$ cat src/rtl/pong_match_ctl.sv
// Match controller for a two-player Pong board: serve delay, miss detection,
// scoring, match-over hold and restart, all paced by the per-frame tick.
module pong_match_ctl #(
  parameter int GAME_WIDTH    = 40,
  parameter int PADDLE_HEIGHT = 6,
  parameter int SCORE_LIMIT   = 9,
  parameter int SCORE_WIDTH   = 4,
  parameter int COORD_WIDTH   = 6,
  parameter int SERVE_FRAMES  = 60,
  parameter int HOLD_FRAMES   = 180
) (
  input  logic                   clk_i,
  input  logic                   rst_i,
  input  logic                   Game_Start_i,
  input  logic                   Frame_Tick_i,
  input  logic [COORD_WIDTH-1:0] Ball_X_i,
  input  logic [COORD_WIDTH-1:0] Ball_Y_i,
  input  logic [COORD_WIDTH-1:0] Paddle_Y_P1_i,
  input  logic [COORD_WIDTH-1:0] Paddle_Y_P2_i,
  output logic                   Game_Active_o,
  output logic                   Ball_Reset_o,
  output logic                   Point_P1_o,
  output logic                   Point_P2_o,
  output logic                   Serve_Dir_o,
  output logic [SCORE_WIDTH-1:0] P1_Score_o,
  output logic [SCORE_WIDTH-1:0] P2_Score_o,
  output logic                   Match_Over_o,
  output logic                   Winner_o,
  output logic [2:0]             State_o
);

  localparam int SERVE_W = $clog2(SERVE_FRAMES + 1);
  localparam int HOLD_W  = $clog2(HOLD_FRAMES + 1);
  localparam logic [SERVE_W-1:0]     SERVE_LOAD = SERVE_W'(SERVE_FRAMES);
  localparam logic [HOLD_W-1:0]      HOLD_LOAD  = HOLD_W'(HOLD_FRAMES);
  localparam logic [SCORE_WIDTH-1:0] WIN_SCORE  = SCORE_WIDTH'(SCORE_LIMIT);
  localparam logic [COORD_WIDTH-1:0] RIGHT_X    = COORD_WIDTH'(GAME_WIDTH - 1);
  localparam logic [COORD_WIDTH:0]   PAD_SPAN   = (COORD_WIDTH + 1)'(PADDLE_HEIGHT - 1);

  typedef enum logic [2:0] {
    IDLE       = 3'd0,
    SERVE      = 3'd1,
    RUNNING    = 3'd2,
    POINT      = 3'd3,
    MATCH_OVER = 3'd4
  } state_t;

  state_t state, state_next;

  logic [SERVE_W-1:0] serve_cnt;
  logic [HOLD_W-1:0]  hold_cnt;
  logic               scorer_p2;

  // Paddle span is evaluated one bit wider so a paddle near the bottom never wraps.
  logic [COORD_WIDTH:0] ball_y_ext, p1_top, p1_bot, p2_top, p2_bot;
  logic                 miss_p1, miss_p2, match_won;

  assign ball_y_ext = {1'b0, Ball_Y_i};
  assign p1_top     = {1'b0, Paddle_Y_P1_i};
  assign p2_top     = {1'b0, Paddle_Y_P2_i};
  assign p1_bot     = p1_top + PAD_SPAN;
  assign p2_bot     = p2_top + PAD_SPAN;

  assign miss_p1 = (Ball_X_i == '0) &&
                   ((ball_y_ext < p1_top) || (ball_y_ext > p1_bot));
  assign miss_p2 = (Ball_X_i == RIGHT_X) &&
                   ((ball_y_ext < p2_top) || (ball_y_ext > p2_bot));

  assign match_won = ((scorer_p2 ? P2_Score_o : P1_Score_o) == WIN_SCORE);

  always_ff @(posedge clk_i or posedge rst_i) begin
    if (rst_i) state <= IDLE;
    else       state <= state_next;
  end

  always_comb begin
    state_next = state;
    case (state)
      IDLE:       if (Game_Start_i) state_next = SERVE;
      SERVE:      if (Frame_Tick_i && (serve_cnt == SERVE_W'(1))) state_next = RUNNING;
      RUNNING:    if (miss_p1 || miss_p2) state_next = POINT;
      POINT:      state_next = match_won ? MATCH_OVER : SERVE;
      MATCH_OVER: if (hold_cnt == '0) state_next = IDLE;
      default:    state_next = IDLE;
    endcase
  end

  // Registered scoring / counter datapath; score is bumped on entry to POINT
  // so the new value and the point pulse are visible together during POINT.
  always_ff @(posedge clk_i or posedge rst_i) begin
    if (rst_i) begin
      serve_cnt    <= '0;
      hold_cnt     <= '0;
      scorer_p2    <= 1'b0;
      Point_P1_o   <= 1'b0;
      Point_P2_o   <= 1'b0;
      Serve_Dir_o  <= 1'b0;
      P1_Score_o   <= '0;
      P2_Score_o   <= '0;
      Match_Over_o <= 1'b0;
      Winner_o     <= 1'b0;
    end else begin
      Point_P1_o <= 1'b0;
      Point_P2_o <= 1'b0;
      case (state)
        IDLE: begin
          if (Game_Start_i) begin
            P1_Score_o   <= '0;
            P2_Score_o   <= '0;
            Winner_o     <= 1'b0;
            Match_Over_o <= 1'b0;
            serve_cnt    <= SERVE_LOAD;
          end
        end
        SERVE: begin
          if (Frame_Tick_i && (serve_cnt != '0)) serve_cnt <= serve_cnt - SERVE_W'(1);
        end
        RUNNING: begin
          if (miss_p1) begin
            scorer_p2   <= 1'b1;
            P2_Score_o  <= P2_Score_o + SCORE_WIDTH'(1);
            Point_P2_o  <= 1'b1;
            Serve_Dir_o <= 1'b0;
          end else if (miss_p2) begin
            scorer_p2   <= 1'b0;
            P1_Score_o  <= P1_Score_o + SCORE_WIDTH'(1);
            Point_P1_o  <= 1'b1;
            Serve_Dir_o <= 1'b1;
          end
        end
        POINT: begin
          if (match_won) begin
            Winner_o     <= scorer_p2;
            Match_Over_o <= 1'b1;
            hold_cnt     <= HOLD_LOAD;
          end else begin
            serve_cnt <= SERVE_LOAD;
          end
        end
        MATCH_OVER: begin
          if (hold_cnt == '0)    Match_Over_o <= 1'b0;
          else if (Frame_Tick_i) hold_cnt <= hold_cnt - HOLD_W'(1);
        end
        default: ;
      endcase
    end
  end

  assign State_o       = state;
  assign Game_Active_o = (state == RUNNING);
  assign Ball_Reset_o  = (state != RUNNING);

endmodule
$ cat config.mk
export PLATFORM = sky130hd
export DESIGN_NAME = pong_match_ctl
export DESIGN_NICKNAME = d
export VERILOG_FILES = /design/src/rtl/pong_match_ctl.sv
export SDC_FILE = /design/constraint.sdc
export NUM_CORES = 1
export LEC_CHECK = 0
export BUFFER_PORTS_ARGS = -buffer_cell sky130_fd_sc_hd__buf_2
export CORE_ASPECT_RATIO = 1.75
export CORE_MARGIN = 4
export CORE_UTILIZATION = 24
export CTS_CLUSTER_DIAMETER = 60
export DETAILED_ROUTE_END_ITERATION = 12
export PLACE_DENSITY = 0.49
export SYNTH_ARGS = -nofsm -noshare
export SYNTH_HDL_FRONTEND = slang
export SYNTH_SLANG_ARGS = --single-unit
$ cat constraint.sdc
create_clock -name clk_i -period 1.7 [get_ports clk_i]
set_clock_uncertainty 0.05 [all_clocks]
set_input_delay 0.34 -clock clk_i [delete_from_list [all_inputs] [get_ports clk_i]]
set_output_delay 0.34 -clock clk_i [all_outputs]
set_load 0.05 [all_outputs]
Word level (Yosys, flattened, before mapping)
Cells that the tools add are included.
W data, S select, Z words.
{"block": "word_totals", "inputBits": 28, "register_bits": 31, "output_inout_bits": 18, "wordCells": 102}
{"block": "op_classes", "add_sub_neg": 6, "n_eq_ne": 20, "reduce_logical": 25, "mux": 36, "n_lt_le_gt_ge": 4}
{"cell": "$mux W8", "count": 3}
{"cell": "$mux W4", "count": 5}
{"cell": "$reduce_and A4 Y1", "count": 5}
{"cell": "$mux W6", "count": 3}
{"cell": "$ne A2 B2 Y1 const B", "count": 9}
{"cell": "$pmux W6 S3", "count": 1}
{"cell": "$pmux W4 S2", "count": 2}
{"cell": "$pmux W8 S2", "count": 1}
{"cell": "$mux W3", "count": 5}
{"cell": "$pmux W3 S5", "count": 1}
{"cell": "$add A6 B3 Y7 const B", "count": 2}
{"cell": "$gt A6 B7 Y1", "count": 2}
{"cell": "$mux W1", "count": 13}
{"cell": "$lt A6 B6 Y1", "count": 2}
{"cell": "$add A4 B1 Y4 const B", "count": 2}
{"cell": "$logic_not A8 Y1", "count": 1}
{"cell": "$reduce_bool A2 Y1", "count": 4}
{"cell": "$sub A8 B1 Y8 const B", "count": 1}
{"cell": "$eq A3 B2 Y1 const B", "count": 2}
{"cell": "$eq A6 B1 Y1 const B", "count": 1}
{"cell": "$eq A6 B6 Y1 const B", "count": 1}
{"cell": "$logic_not A6 Y1", "count": 1}
{"cell": "$ne A2 B1 Y1 const B", "count": 3}
{"cell": "$reduce_and A3 Y1", "count": 2}
{"cell": "13 further kinds", "count": 19}

Depth between registers and ports, before layout
Gate-level depths: netlist of run 1.
{"block": "logic_depth", "depth_word": 7, "ltp_mapped": 10}

Worst setup path after synthesis of run 1
OpenSTA, ideal clock, no wires.
{"block": "synth_timing", "path_type": "reg2reg", "from": "reg state[0], in the netlist State_o[0]", "to": "reg P2_Score_o[2]", "required_ns": 1.526, "stages_incl_launch_ff": 7, "setup_slack_ns": -1.055, "arrival_ns": 2.581, "synth_period_minus_slack_ns": 2.755, "path_cell_list": "dfrtp_1 -> clkbuf_1 -> nand3b_1 -> inv_1 -> nand3_4 -> and3_1 -> a211o_1"}
{"block": "synth_via", "elab_chain_cells": 3, "word_cells_on_any_way": 7, "classes_between": "eq/ne: 3; mux: 1; reduce/logical: 3"}
{"element": "start, declared", "line": "48", "rtl": "state_t state, state_next;"}
{"element": "start signal, assigned", "line": "73", "rtl": "else state <= state_next;"}
{"element": "$eq A3 B2 Y1 *"}
{"element": "net Game_Active_o", "line": "20", "rtl": "output logic Game_Active_o,"}
{"element": "$ne A2 B1 Y1 (no line) / $reduce_bool A2 Y1 (equally long branches)"}
{"element": "$reduce_and A3 Y1 (no line)"}
{"element": "end signal, assigned", "line": "121", "rtl": "P2_Score_o <= P2_Score_o + SCORE_WIDTH'(1);"}
{"element": "end, declared", "line": "26", "rtl": "output logic [SCORE_WIDTH-1:0] P2_Score_o,"}
Mark *: on every way through the listed nets, which the timed path passes. The rest lies on a longest branch.
A chain may end at the register's enable or synchronous reset.

Worst setup path in the final report of run 1
{"block": "layout_timing", "from": "in Paddle_Y_P1_i[0]", "to": "reg P1_Score_o[1]"}
{"block": "layout_via", "elab_chain_cells": 6, "word_cells_on_any_way": 7, "classes_between": "add/sub: 1; order compare: 2; eq/ne: 1; reduce/logical: 3"}
{"element": "start, declared", "line": "18", "rtl": "input logic [COORD_WIDTH-1:0] Paddle_Y_P1_i,"}
{"element": "$add A6 B3 Y7", "line": "61", "rtl": "assign p1_bot = p1_top + PAD_SPAN;"}
{"element": "$gt A6 B7 Y1", "line": "65", "rtl": "((ball_y_ext < p1_top) || (ball_y_ext > p1_bot));"}
{"element": "$logic_or A1 B1 Y1 *", "line": "65"}
{"element": "$logic_and A1 B1 Y1 *", "line": "64", "rtl": "assign miss_p1 = (Ball_X_i == '0) &&"}
{"element": "$ne A2 B2 Y1 (no line) *"}
{"element": "$reduce_and A4 Y1 (no line) *"}
{"element": "end signal, assigned", "line": "126", "rtl": "P1_Score_o <= P1_Score_o + SCORE_WIDTH'(1);"}
{"element": "end, declared", "line": "25", "rtl": "output logic [SCORE_WIDTH-1:0] P1_Score_o,"}
Every way passes the cells marked *; elsewhere a longest branch is shown, timed or not.

==> results.md, run 1 <==
- Measured in cells, the most critical reg-to-reg path has a length of 7.
- Power spread over the standard cell area amounts to 758.9 nW/µm².
- Summed over all cells, the static leakage comes to about 2 nW.
- The share of the clock period used by the worst path after layout is 121.3%.
- The data arrival time of the critical path is 2.23 ns.
- The number of search-and-repair iterations in the first detailed-routing pass is 4.
- The die footprint is 12,180 µm².
- Averaged over all synthesized cells, the footprint is around 9 µm².
- The area of placed instances is roughly 3500 µm².
- The overall die height is 143.0 µm.
- The startpoint of the lowest-slack register-to-register path is hold_cnt[6].
- Setup violations remaining at the end of the flow were counted as 25.
- Max-cap violations in this run came to 0.
- The initial antenna violation count came to 0.
- The cell at the root of the clock tree is sky130_fd_sc_hd__clkbuf_16.
- The kind of path behind the tightest hold check is in -> async.
- Once layout is complete, the utilization of the core stands at between 40% and 50%.
- The worst pin sits at a relative slew slack of 67.93%.
- Once layout is done, the placed cells without fillers occupy roughly 4200 µm².
- Based on the critical path, the design can be clocked at up to 485.1 MHz.
- The time the worst path needs with I/O delays and setup is 2.061 ns.
- Counting every net in the synthesized netlist gives ~330.
- No sink is reached through more buffers than the 2 on the longest clock path.
- From synthesis to final layout, the design area changed by 67.98%.
- For this run, the total global-route usage over all layers was measured as around an eighth.
- The number of max-slew violations in the final report came to 0.
- In this run the horizontal extent of the chip is ~85 µm.
- The wire length of the first global-routing pass is 12,540 µm.
- The Yosys step of the flow raised 0 warnings.
- TritonCTS built the clock tree.
- The worst hold margin is a little under 0.09 ns.
- For this run, the post-layout net count is 480.
- After detailed routing, the number of remaining DRC violations is 0.
- The fraction of final layout cells sized beyond drive strength 1 is a little over half.
- The detailed-route wire length is 7479 µm.
- In the post-synthesis netlist, the biggest area contributors are sky130_fd_sc_hd__dfrtp_1, sky130_fd_sc_hd__ha_1, sky130_fd_sc_hd__inv_1.
- The maximum net fanout on the critical path is 5.
- The ratio of routed vias to standard cells is around 4.8.
- The residual overflow from global routing is 0.
- The clock-pin slew reported for the worst setup and hold paths after clock tree synthesis is 0.05 ns.
- The count of flip-flops with a built-in enable after synthesis is 0.
- The maximum number of pins on one net before global-route repair is 32.
- The number of core rows is between 40 and 50.
- The core box area is around 10,000 µm².
- The checks that failed: setup timing.
- The worst setup slack after layout is -0.3614 ns.
- The later pin in the worst-skew pair is clocked with a latency of 0.28 ns.
- Buffers placed on the I/O ports in this run total 45.
- In this run, distinct cell masters in the synthesized netlist total 55.
- The clock buffer count from CTS is 5.
- The internal reg-to-reg setup slack is -0.24 ns.
- The wire-length estimate of the detail-placed layout is 5892 µm.
- The share of synthesized area occupied by flip-flops and latches is between 30% and 40%.
- The effective utilization at floorplan is roughly a quarter.
- The category of the most critical setup path is in -> reg.
- Counting tap cells, the placed design contains a total of 520 instances.
- The count of endpoints failing hold in the final timing report was 0.
- The kind of capture point of the worst setup path is a flop.
- After synthesis the cells add up to between 2000 and 3000 µm².
- Routability-driven placement finished with a final weighted congestion of just over 0.8.
- Counting flops with an async set or reset pin after synthesis yields a share of 100.0%.
- For this design, the CTS-stage hold fixing added 0 buffers.
- For this run, the leading register cell type out of synthesis is sky130_fd_sc_hd__dfrtp_1.
- The H-tree was split into 2 levels.
- The repair_antennas step left the layout with diodes totalling 0.
- The required time at the worst-slack endpoint is roughly 1.9 ns.
- In this run, synthesis produced a sequential element count of 31.
- The number of non-filler instances in the completed layout is 548.
- The number of global-route vias before repair is 2,793.
- The top-level I/O count is 46.
- The leading cell type in the layout, fill and taps excluded is sky130_fd_sc_hd__buf_4.
- Setup repair after global routing could not meet its margin everywhere.
- In this run, the number of DRC markers left after iteration 0 of detailed routing was between 60 and 70.
- The startpoint type of the worst setup path is an input port.
- For this design, the sink count on the clock tree is 31.
- The flow ran to the end, but the final reports show violations.
- The largest vdd supply drop is around 0.58 mV.
- The critical register-to-register path endpoint is hold_cnt[0].
- The top cell type's share of synthesized area is between 30% and 40%.
- The cell count after synthesis is between 200 and 300.
- At the pin with the least slew margin, the transition time is approximately 0.48 ns.
- The cell type with the largest total area after synthesis is sky130_fd_sc_hd__dfrtp_1.
- The count of nets left with antenna violations once routing finished came out at 0.
- The vias after detailed routing is between 2k and 3k.
- Dividing the detail-routed wire length by the instance count gives between 10 and 15 µm.
- In the layout the commonest cells are sky130_fd_sc_hd__buf_4, sky130_fd_sc_hd__buf_2, sky130_fd_sc_hd__ha_1, sky130_fd_sc_hd__dfrtp_1, sky130_fd_sc_hd__inv_1.
[metrics by stage]
step	worst slack [ns]	setup TNS, ns	power, mW
5_1_grt	-0.4320	-7.552	3.409
3_5_place_dp	-0.8395	-12.67	2.195
2_1_floorplan	-0.8072	-10.73	1.648
4_1_cts	-0.4229	-6.275	3.170
6_report	-0.3614	-5.533	3.189
3_3_place_gp	-0.7949	-11.48	2.170
[worst max-delay path by stage]
stage               slack, ns  depth (start not counted)            end              from
floorplan               -0.81                          6  P2_Score_o[2]        State_o[0]
CTS                     -0.42                         11  P1_Score_o[0]  Paddle_Y_P2_i[1]
detailed placement      -0.84                         12  P1_Score_o[1]  Paddle_Y_P1_i[0]
global placement        -0.79                         11  P1_Score_o[0]  Paddle_Y_P2_i[0]
finish                  -0.36                         12  P1_Score_o[1]  Paddle_Y_P1_i[0]
global route            -0.43                         12  P1_Score_o[1]  Paddle_Y_P1_i[0]
[state kept, by name, summed over array words and instances, names as in the netlist]
| register | flops |
|---|---|
| P1_Score_o | 4 |
| Match_Over_o | 1 |
| hold_cnt | 8 |
| Winner_o | 1 |
| serve_cnt | 6 |
| State_o | 3 |
| scorer_p2 | 1 |
| Point_P2_o | 1 |
| Serve_Dir_o | 1 |
| Point_P1_o | 1 |
| P2_Score_o | 4 |
[cell usage after synthesis, drive strengths merged, types with 5 or more instances]
library cell and n:
o31ai 5, nand3b 5, nor2 24, and3 6, dfrtp 31, xor2 5, nor2b 6, nand2 17
ha 32, inv 26, nand3 7, nor3 12, o21ai 15, xnor2 7, a21oi 15
[logic make-up after synthesis]
| group | Yosys count | share of synthesized area, % |
|---|---|---|
| adder cells (fa/ha/maj) | 32 | 16.01 |
| AND/OR/NAND/NOR | 97 | 22.56 |
| multiplexers | 4 | 1.651 |
| AO/OA/AOI/OAI | 68 | 20.16 |
| XOR/XNOR | 12 | 4.202 |
| buffers and inverters | 29 | 4.402 |
| flip-flops | 31 | 31.02 |
[power by group]
part	leakage (nW)	switching (mW)	total [mW]	internal, mW
sequential	0.387	0.109	1.00	0.893
clock	0.0733	0.336	0.869	0.533
combinational	1.56	0.685	1.32	0.633
total	2.02	1.13	3.19	2.06
[area by class of cell]
| cell class | instances | area (µm²) |
|---|---|---|
| Tap cell | 127 | 158.9 |
| Fill cell | 1022 | 6037 |
| Timing Repair Buffer | 143 | 1101 |
| Inverter | 26 | 103.9 |
| Sequential cell | 31 | 783.3 |
| Multi-Input combinational cell | 213 | 1914 |
| Clock buffer | 5 | 125.1 |
| Clock inverter | 3 | 15.01 |
[worst max-delay path, cell delays in order]
cell and delay (ns):
sky130_fd_sc_hd__buf_8 0.10, sky130_fd_sc_hd__ha_4 0.16, sky130_fd_sc_hd__o21ai_2 0.12, sky130_fd_sc_hd__xnor2_1 0.13
sky130_fd_sc_hd__ha_1 0.28, sky130_fd_sc_hd__a21oi_2 0.16, sky130_fd_sc_hd__nor2b_2 0.07, sky130_fd_sc_hd__o311ai_4 0.27
sky130_fd_sc_hd__nand3_4 0.14, sky130_fd_sc_hd__buf_6 0.15, sky130_fd_sc_hd__nor2_4 0.14, sky130_fd_sc_hd__a22o_1 0.17
[metal layers]
metal,part of all wire [%],GRT usage [%],vias up
met1,34,12.04,1271
met4,2.6,4.837,0
met5,0,0,-
met2,59,26.11,49
li1,-,-,1295
met3,4.1,2.656,12
[repair_timing]
action / in CTS / in global routing
resized for setup: 72 / 37
pin swaps: 34 / 24
setup endpoints to repair: 31 / 32
buffers inserted: 16 / 10
Power figures use the tool's default switching activity.
==> inputs of run 2 (changes only) <==
Settings changed: CORE_UTILIZATION 24 to 51, PLACE_DENSITY 0.49 to 0.84.
==> run 2 against run 1 <==
The flow still finishes with violations (setup timing). Die area down 50%. Clock-buffer cell count up 1. Worst setup slack worse by 0.040 ns. Non-clock buffer count down 15. Largest cell class unchanged. First-iteration DRC count rose to 3.2 times the previous value. Via count up 6.1%. Core utilization up 42 points. Critical path type unchanged. Global-route usage up 16 points.
==> results.md, run 2 (synthesized netlist as in run 1, its figures left out) <==
- The total power draw is 3.173 mW (was 3.189 mW).
- The kind of path behind the tightest hold check is in -> async (unchanged).
- The number of search-and-repair iterations in the first detailed-routing pass is 4 (unchanged).
- The time the worst path needs with I/O delays and setup is 2.101 ns (was 2.061 ns).
- The wire length of the first global-routing pass is 13,070 µm (was 12,540 µm).
- The upper clock frequency limit is 475.9 MHz (was 485.1 MHz).
- The clock-pin slew reported for the worst setup and hold paths after clock tree synthesis came to 0.07 ns (was 0.05 ns).
- The number of global-route vias before repair is 2,984 (was 2,793).
- The clock latency at the later pin of the worst-skew pair is 0.30 ns (was 0.28 ns).
- The static power due to leakage was 1.905 nW (was 2.017 nW).
- The count of buffers inserted at the top-level ports came to 45 (unchanged).
- The register containing the most flip-flops in the final layout is hold_cnt (unchanged).
- The final setup violation count is 30 (was 25).
- Violated checks: setup timing (unchanged).
- The leading cell type in the layout, fill and taps excluded is sky130_fd_sc_hd__buf_4 (unchanged).
- The number of non-filler instances in the completed layout was 458 (was 548).
- The maximum net fanout on the critical path was 4 (was 5).
- The routed length per instance is 19.22 µm (was 13.65 µm).
- The count of endpoints failing hold in the final timing report is 0 (unchanged).
- The worst-case setup slack after placement is -0.8999 ns (was -0.8395 ns).
- The overall die height is 100.6 µm (was 143.0 µm).
- The number of placed instances, taps included was 436 (was 520).
- The fraction of final layout cells sized beyond drive strength 1 is 50.99% (was 53.44%).
- The overall track demand over capacity in global routing is 28.57% (was 12.81%).
- The flip-flop count of the largest register after layout is 8 (unchanged).
- The kind of capture point of the worst setup path is a flop (unchanged).
- The number of buffers on the longest clock path is 2 (unchanged).
- The diode insertion count for antenna repair came to 0 (unchanged).
- The DRC marker count from the first detailed-route iteration is 195 (was 61).
- The data arrival time of the critical path was 2.24 ns (was 2.23 ns).
- The number of max-slew violations in the final report is 0 (unchanged).
- The number of nets in the layout is 465 (was 480).
- The antenna violation net count after detailed routing is 0 (unchanged).
- The horizontal extent of the die came to 60.94 µm (was 85.17 µm).
- The CTS H-tree depth was 2 (unchanged).
- The share of the clock period used by the worst path after layout is 123.6% (was 121.3%).
- Result of the run: finished with violations (unchanged).
- RSZ-0062 raised after global routing: true (unchanged).
- The number of cells on the worst reg-to-reg path is 6 (was 7).
- The maximum number of pins on one net before global-route repair is 32 (unchanged).
- The required time at the worst-slack endpoint is 1.84 ns (was 1.86 ns).
- The effective utilization at floorplan is 53.14% (was 24.43%).
- The total clock sinks is 31 (unchanged).
- The category of the most critical setup path is in -> reg (unchanged).
- The post-DP HPWL was 5585 µm (was 5892 µm).
- The startpoint of the lowest-slack register-to-register path is hold_cnt[6] (unchanged).
- The largest vdd supply drop was 1.107 mV (was 0.5790 mV).
- The vias after detailed routing is 2,787 (was 2,627).
- The remaining routing DRC violations came to 0 (unchanged).
- The headroom to the max-slew limit came to 66.82% (was 67.93%).
- The number of fillers in the final layout came to 272 (was 1,022).
- The critical register-to-register path endpoint is hold_cnt[3] (was hold_cnt[0]).
- The initial antenna violation count is 0 (unchanged).
- The post-synthesis to final-layout area growth is 56.43% (was 67.98%).
- The core box area was 4707 µm² (was 10,240 µm²).
- The ratio of routed vias to standard cells was 6.085 (was 4.794).
- The worst setup slack after layout is -0.4012 ns (was -0.3614 ns).
- The hold buffer count at cts is 0 (unchanged).
- The reported max-cap violation count is 0 (unchanged).
- Most used cells in the layout excluding fill and tap cells: sky130_fd_sc_hd__buf_4, sky130_fd_sc_hd__buf_2, sky130_fd_sc_hd__ha_1, sky130_fd_sc_hd__dfrtp_1, sky130_fd_sc_hd__inv_1 (unchanged).
- The power density of the placed cells was 811.0 nW/µm² (was 758.9 nW/µm²).
- The number of core rows is 33 (was 49).
- The weighted congestion reported at the end of routability-driven placement is 0.8794 (was 0.8310).
- The cell at the root of the clock tree is sky130_fd_sc_hd__clkbuf_8 (was sky130_fd_sc_hd__clkbuf_16).
- The detailed-route wire length was 8802 µm (was 7479 µm).
- The utilization after layout is 83.12% (was 41.04%).
- The top-level I/O count came to 46 (unchanged).
- The TritonCTS clock tree is yes (unchanged).
- The startpoint type of the worst setup path is an input port (unchanged).
- Top flop regs: hold_cnt x8, serve_cnt x6 (unchanged).
- The die footprint is 6133 µm² (was 12,180 µm²).
- The residual overflow from global routing came to 0 (unchanged).
- The internal reg-to-reg setup slack came to -0.29 ns (was -0.24 ns).
- The clock buffer count from CTS is 5 (unchanged).
- The pin slew with the least headroom to its limit came to 0.4925 ns (was 0.4799 ns).
-- run 2: how the worst max path moves through the flow --
stage          slack (ns)            end              from  cells after the start
3_3_place_gp        -0.77  P2_Score_o[2]  Paddle_Y_P1_i[0]                     11
5_1_grt             -0.46  P2_Score_o[2]  Paddle_Y_P1_i[1]                     11
2_1_floorplan       -0.81  P2_Score_o[2]        State_o[0]                      6
3_5_place_dp        -0.90  P2_Score_o[2]  Paddle_Y_P1_i[0]                     11
4_1_cts             -0.41  P2_Score_o[2]  Paddle_Y_P1_i[1]                     11
6_report            -0.40  P2_Score_o[2]  Paddle_Y_P1_i[1]                     10
-- run 2: per-stage QoR --
stage               setup TNS [ns]  hold WS [ns]  instance area (µm²)
finish                      -7.148       0.06666                 3913
global route                -8.611       0.09361                 3913
CTS                         -6.630       0.08625                 3734
detailed placement          -12.87        0.3988                 3346
global placement            -10.51        0.3851                 3346
floorplan                   -10.73        0.3931                 2535
-- run 2: where the power goes --
| part | switching (mW) | internal, mW | total, mW | leakage (nW) |
|---|---|---|---|---|
| Sequential | 0.142 | 0.891 | 1.03 | 0.387 |
| Combinational | 0.735 | 0.623 | 1.36 | 1.46 |
| Clock | 0.308 | 0.474 | 0.782 | 0.0612 |
-- run 2: cell type report --
cell class,count,area (µm²),share of cell area [%]
Inverter,26,101.3,2.590
Sequential cell,31,783.3,20.02
Tap cell,52,65.06,1.663
Timing Repair Buffer,128,952.2,24.34
Clock inverter,2,35.03,0.8954
Clock buffer,6,82.58,2.111
Multi-Input combinational cell,213,1893,48.39
-- run 2: critical path, cell delays in order --
cell and delay, ns:
sky130_fd_sc_hd__buf_8 0.11, sky130_fd_sc_hd__ha_4 0.16, sky130_fd_sc_hd__xor2_1 0.14, sky130_fd_sc_hd__ha_1 0.33
sky130_fd_sc_hd__a21oi_2 0.20, sky130_fd_sc_hd__a21oi_2 0.10, sky130_fd_sc_hd__o311ai_4 0.31, sky130_fd_sc_hd__nand3_4 0.14
sky130_fd_sc_hd__and3_4 0.19, sky130_fd_sc_hd__a211o_1 0.22
-- run 2: repair_timing --
| item | in CTS | in global routing |
|---|---|---|
| endpoints found under the hold margin | 0 | 0 |
| pin swaps | 29 | 27 |
| buffers inserted | 10 | 5 |
| resized for setup | 52 | 37 |
| endpoints found under the setup margin | 31 | 32 |
-- run 2: metal layers --
layer  vias to the layer above  part of all wire (%)  wire length, µm  global-route usage (%)
met3                        54                   5.2              457                   7.051
met4                         0                   7.6              673                   19.87
met2                       130                    57             4992                   54.00
met1                      1347                    30             2679                   23.88
met5                         -                     0                0                       0
li1                       1256                     -                -                       -
==> inputs of run 3 (changes only) <==
Settings changed: SKIP_LAST_GASP set to 1.
==> run 3 against run 2 <==
The run still ends with setup timing left. Total power is 0.29% higher. Core utilization fell by 0.11 points. Worst setup slack worse by 0.0077 ns. Critical path depth unchanged. Via count down 0.47%. Register-to-register slack barely moved. Die area stayed put. Routed wire length down 0.16%. Global-route usage unchanged. Sequential share of layout area about the same. First-iteration DRC count grew 8.7%. Critical endpoint unchanged. Highest routed layer unchanged.
==> results.md, run 3 (synthesized netlist as in run 1, its figures left out) <==
- The worst setup slack after layout is -0.4089 ns (was -0.4012 ns).
- The power density of the placed cells was 814.4 nW/µm² (was 811.0 nW/µm²).
- The effective utilization at floorplan came to 53.14% (unchanged).
- The number of nets in the layout is 465 (unchanged).
- The number of buffers on the longest clock path was 2 (unchanged).
- Top flop regs: hold_cnt x8, serve_cnt x6 (unchanged).
- The post-DP HPWL is 5585 µm (unchanged).
- The ratio of routed vias to standard cells is 6.057 (was 6.085).
- The post-synthesis to final-layout area growth is 56.23% (was 56.43%).
- The number of fillers in the final layout is 265 (was 272).
- The clock buffer count from CTS is 5 (unchanged).
- The reported max-cap violation count is 0 (unchanged).
- The number of cells on the worst reg-to-reg path is 6 (unchanged).
- The die footprint is 6133 µm² (unchanged).
- The DRC marker count from the first detailed-route iteration came to 212 (was 195).
- The count of buffers inserted at the top-level ports is 45 (unchanged).
- The clock latency at the later pin of the worst-skew pair is 0.30 ns (about the same).
- The leading cell type in the layout, fill and taps excluded is sky130_fd_sc_hd__buf_4 (unchanged).
- The detailed-route wire length is 8788 µm (was 8802 µm).
- The overall track demand over capacity in global routing is 28.57% (unchanged).
- The number of search-and-repair iterations in the first detailed-routing pass is 4 (unchanged).
- RSZ-0062 raised after global routing: true (unchanged).
- The worst hold margin is 0.05760 ns (was 0.06666 ns).
- The pin slew with the least headroom to its limit is 0.6413 ns (was 0.4925 ns).
- The routed length per instance is 19.19 µm (was 19.22 µm).
- The maximum net fanout on the critical path is 4 (unchanged).
- The setup TNS is -7.208 ns (was -7.148 ns).
- The hold buffer count at cts is 0 (unchanged).
- The number of non-filler instances in the completed layout is 458 (unchanged).
- The horizontal extent of the die is 60.94 µm (unchanged).
- The headroom to the max-slew limit was 57.14% (was 66.82%).
- The number of max-slew violations in the final report is 0 (unchanged).
- The upper clock frequency limit is 474.2 MHz (was 475.9 MHz).
- Violated checks: setup timing (unchanged).
- The TritonCTS clock tree is yes (unchanged).
- The fraction of final layout cells sized beyond drive strength 1 was 50.74% (was 50.99%).
- The total power draw was 3.182 mW (was 3.173 mW).
- The register containing the most flip-flops in the final layout is hold_cnt (unchanged).
- The remaining routing DRC violations is 0 (unchanged).
- The initial antenna violation count is 0 (unchanged).
- Result of the run: finished with violations (unchanged).
- The number of placed instances, taps included is 436 (unchanged).
- The data arrival time of the critical path is 2.25 ns (was 2.24 ns).
- The category of the most critical setup path was in -> reg (unchanged).
- The cell at the root of the clock tree was sky130_fd_sc_hd__clkbuf_8 (unchanged).
- The residual overflow from global routing is 0 (unchanged).
- The antenna violation net count after detailed routing is 0 (unchanged).
- The final setup violation count came to 30 (unchanged).
- Most used cells in the layout excluding fill and tap cells: sky130_fd_sc_hd__buf_4, sky130_fd_sc_hd__buf_2, sky130_fd_sc_hd__ha_1, sky130_fd_sc_hd__dfrtp_1, sky130_fd_sc_hd__inv_1 (unchanged).
- The wire length of the first global-routing pass came to 13,070 µm (unchanged).
- The time the worst path needs with I/O delays and setup is 2.109 ns (was 2.101 ns).
- The overall die height is 100.6 µm (unchanged).
- The CTS H-tree depth is 2 (unchanged).
- The kind of path behind the tightest hold check was in -> async (unchanged).
- The total clock sinks came to 31 (unchanged).
- The core box area is 4707 µm² (unchanged).
- The flip-flop count of the largest register after layout is 8 (unchanged).
- The share of the clock period used by the worst path after layout was 124.1% (was 123.6%).
- The top-level I/O count was 46 (unchanged).
- The largest vdd supply drop is 1.098 mV (was 1.107 mV).
- The diode insertion count for antenna repair is 0 (unchanged).
- The required time at the worst-slack endpoint is 1.84 ns (about the same).
- The number of core rows is 33 (unchanged).
- The maximum number of pins on one net before global-route repair was 32 (unchanged).
- The clock-pin slew reported for the worst setup and hold paths after clock tree synthesis was 0.07 ns (about the same).
- The kind of capture point of the worst setup path is a flop (unchanged).
- The static power due to leakage is 1.905 nW (about the same).
- The number of global-route vias before repair is 2,984 (unchanged).
- The utilization after layout is 83.01% (was 83.12%).
- The weighted congestion reported at the end of routability-driven placement is 0.8794 (unchanged).
- The count of endpoints failing hold in the final timing report came to 0 (unchanged).
- The vias after detailed routing came to 2,774 (was 2,787).
- The startpoint type of the worst setup path is an input port (unchanged).
run 3: layout make-up:
class | count | area [µm²] | area share [%]
flip-flops and latches | 31 | 783.3 | 20.04
well taps | 52 | 65.06 | 1.665
multi-input cells | 213 | 1888 | 48.32
inverters | 26 | 101.3 | 2.594
repair buffers | 128 | 952.2 | 24.37
clock buffers | 6 | 82.58 | 2.113
clock inverters | 2 | 35.03 | 0.8966
run 3: layer usage:
metal | GRT usage [%] | vias up | share of wire, %
li1 | - | 1259 | -
met1 | 23.88 | 1324 | 31
met2 | 54.00 | 129 | 56
met3 | 7.051 | 62 | 5.5
met4 | 19.87 | 0 | 7.6
met5 | 0 | - | 0
run 3: stage by stage:
stage                     instance area [µm²]  setup slack [ns]
after floorplan                          2535           -0.8072
after global placement                   3346           -0.7662
after detailed placement                 3346           -0.8999
after CTS                                3734           -0.4100
after global routing                     3908           -0.4641
final                                    3908           -0.4089
run 3: path summary, 6_finish.rpt:
check / to / slack, ns / startpoint
max: P2_Score_o[2] / -0.41 / Paddle_Y_P1_i[1]
min: hold_cnt[1] / 0.06 / rst_i
max reg2reg: hold_cnt[3] / -0.30 / hold_cnt[6]
min reg2reg: Winner_o / 0.44 / Winner_o
max in group asynchronous: State_o[2] / 1.22 / rst_i
min in group clk_i: Winner_o / 0.44 / Winner_o
run 3: power breakdown:
group          switching [mW]  internal, mW
clock network           0.317         0.474
logic                   0.731         0.621
registers               0.148         0.891
total                    1.20          1.99
run 3: repair_timing:
item	in CTS	in global routing
gates resized for setup	52	36
setup endpoints to repair	31	32
pin swaps	29	27
setup buffers	10	5
run 3: worst max-delay path: stages:
cell and delay, ns:
sky130_fd_sc_hd__buf_8 0.11, sky130_fd_sc_hd__ha_4 0.16, sky130_fd_sc_hd__xor2_1 0.14, sky130_fd_sc_hd__ha_1 0.33
sky130_fd_sc_hd__a21oi_2 0.20, sky130_fd_sc_hd__a21oi_2 0.09, sky130_fd_sc_hd__o311ai_4 0.31, sky130_fd_sc_hd__nand3_4 0.14
sky130_fd_sc_hd__and3_4 0.19, sky130_fd_sc_hd__a211o_1 0.22
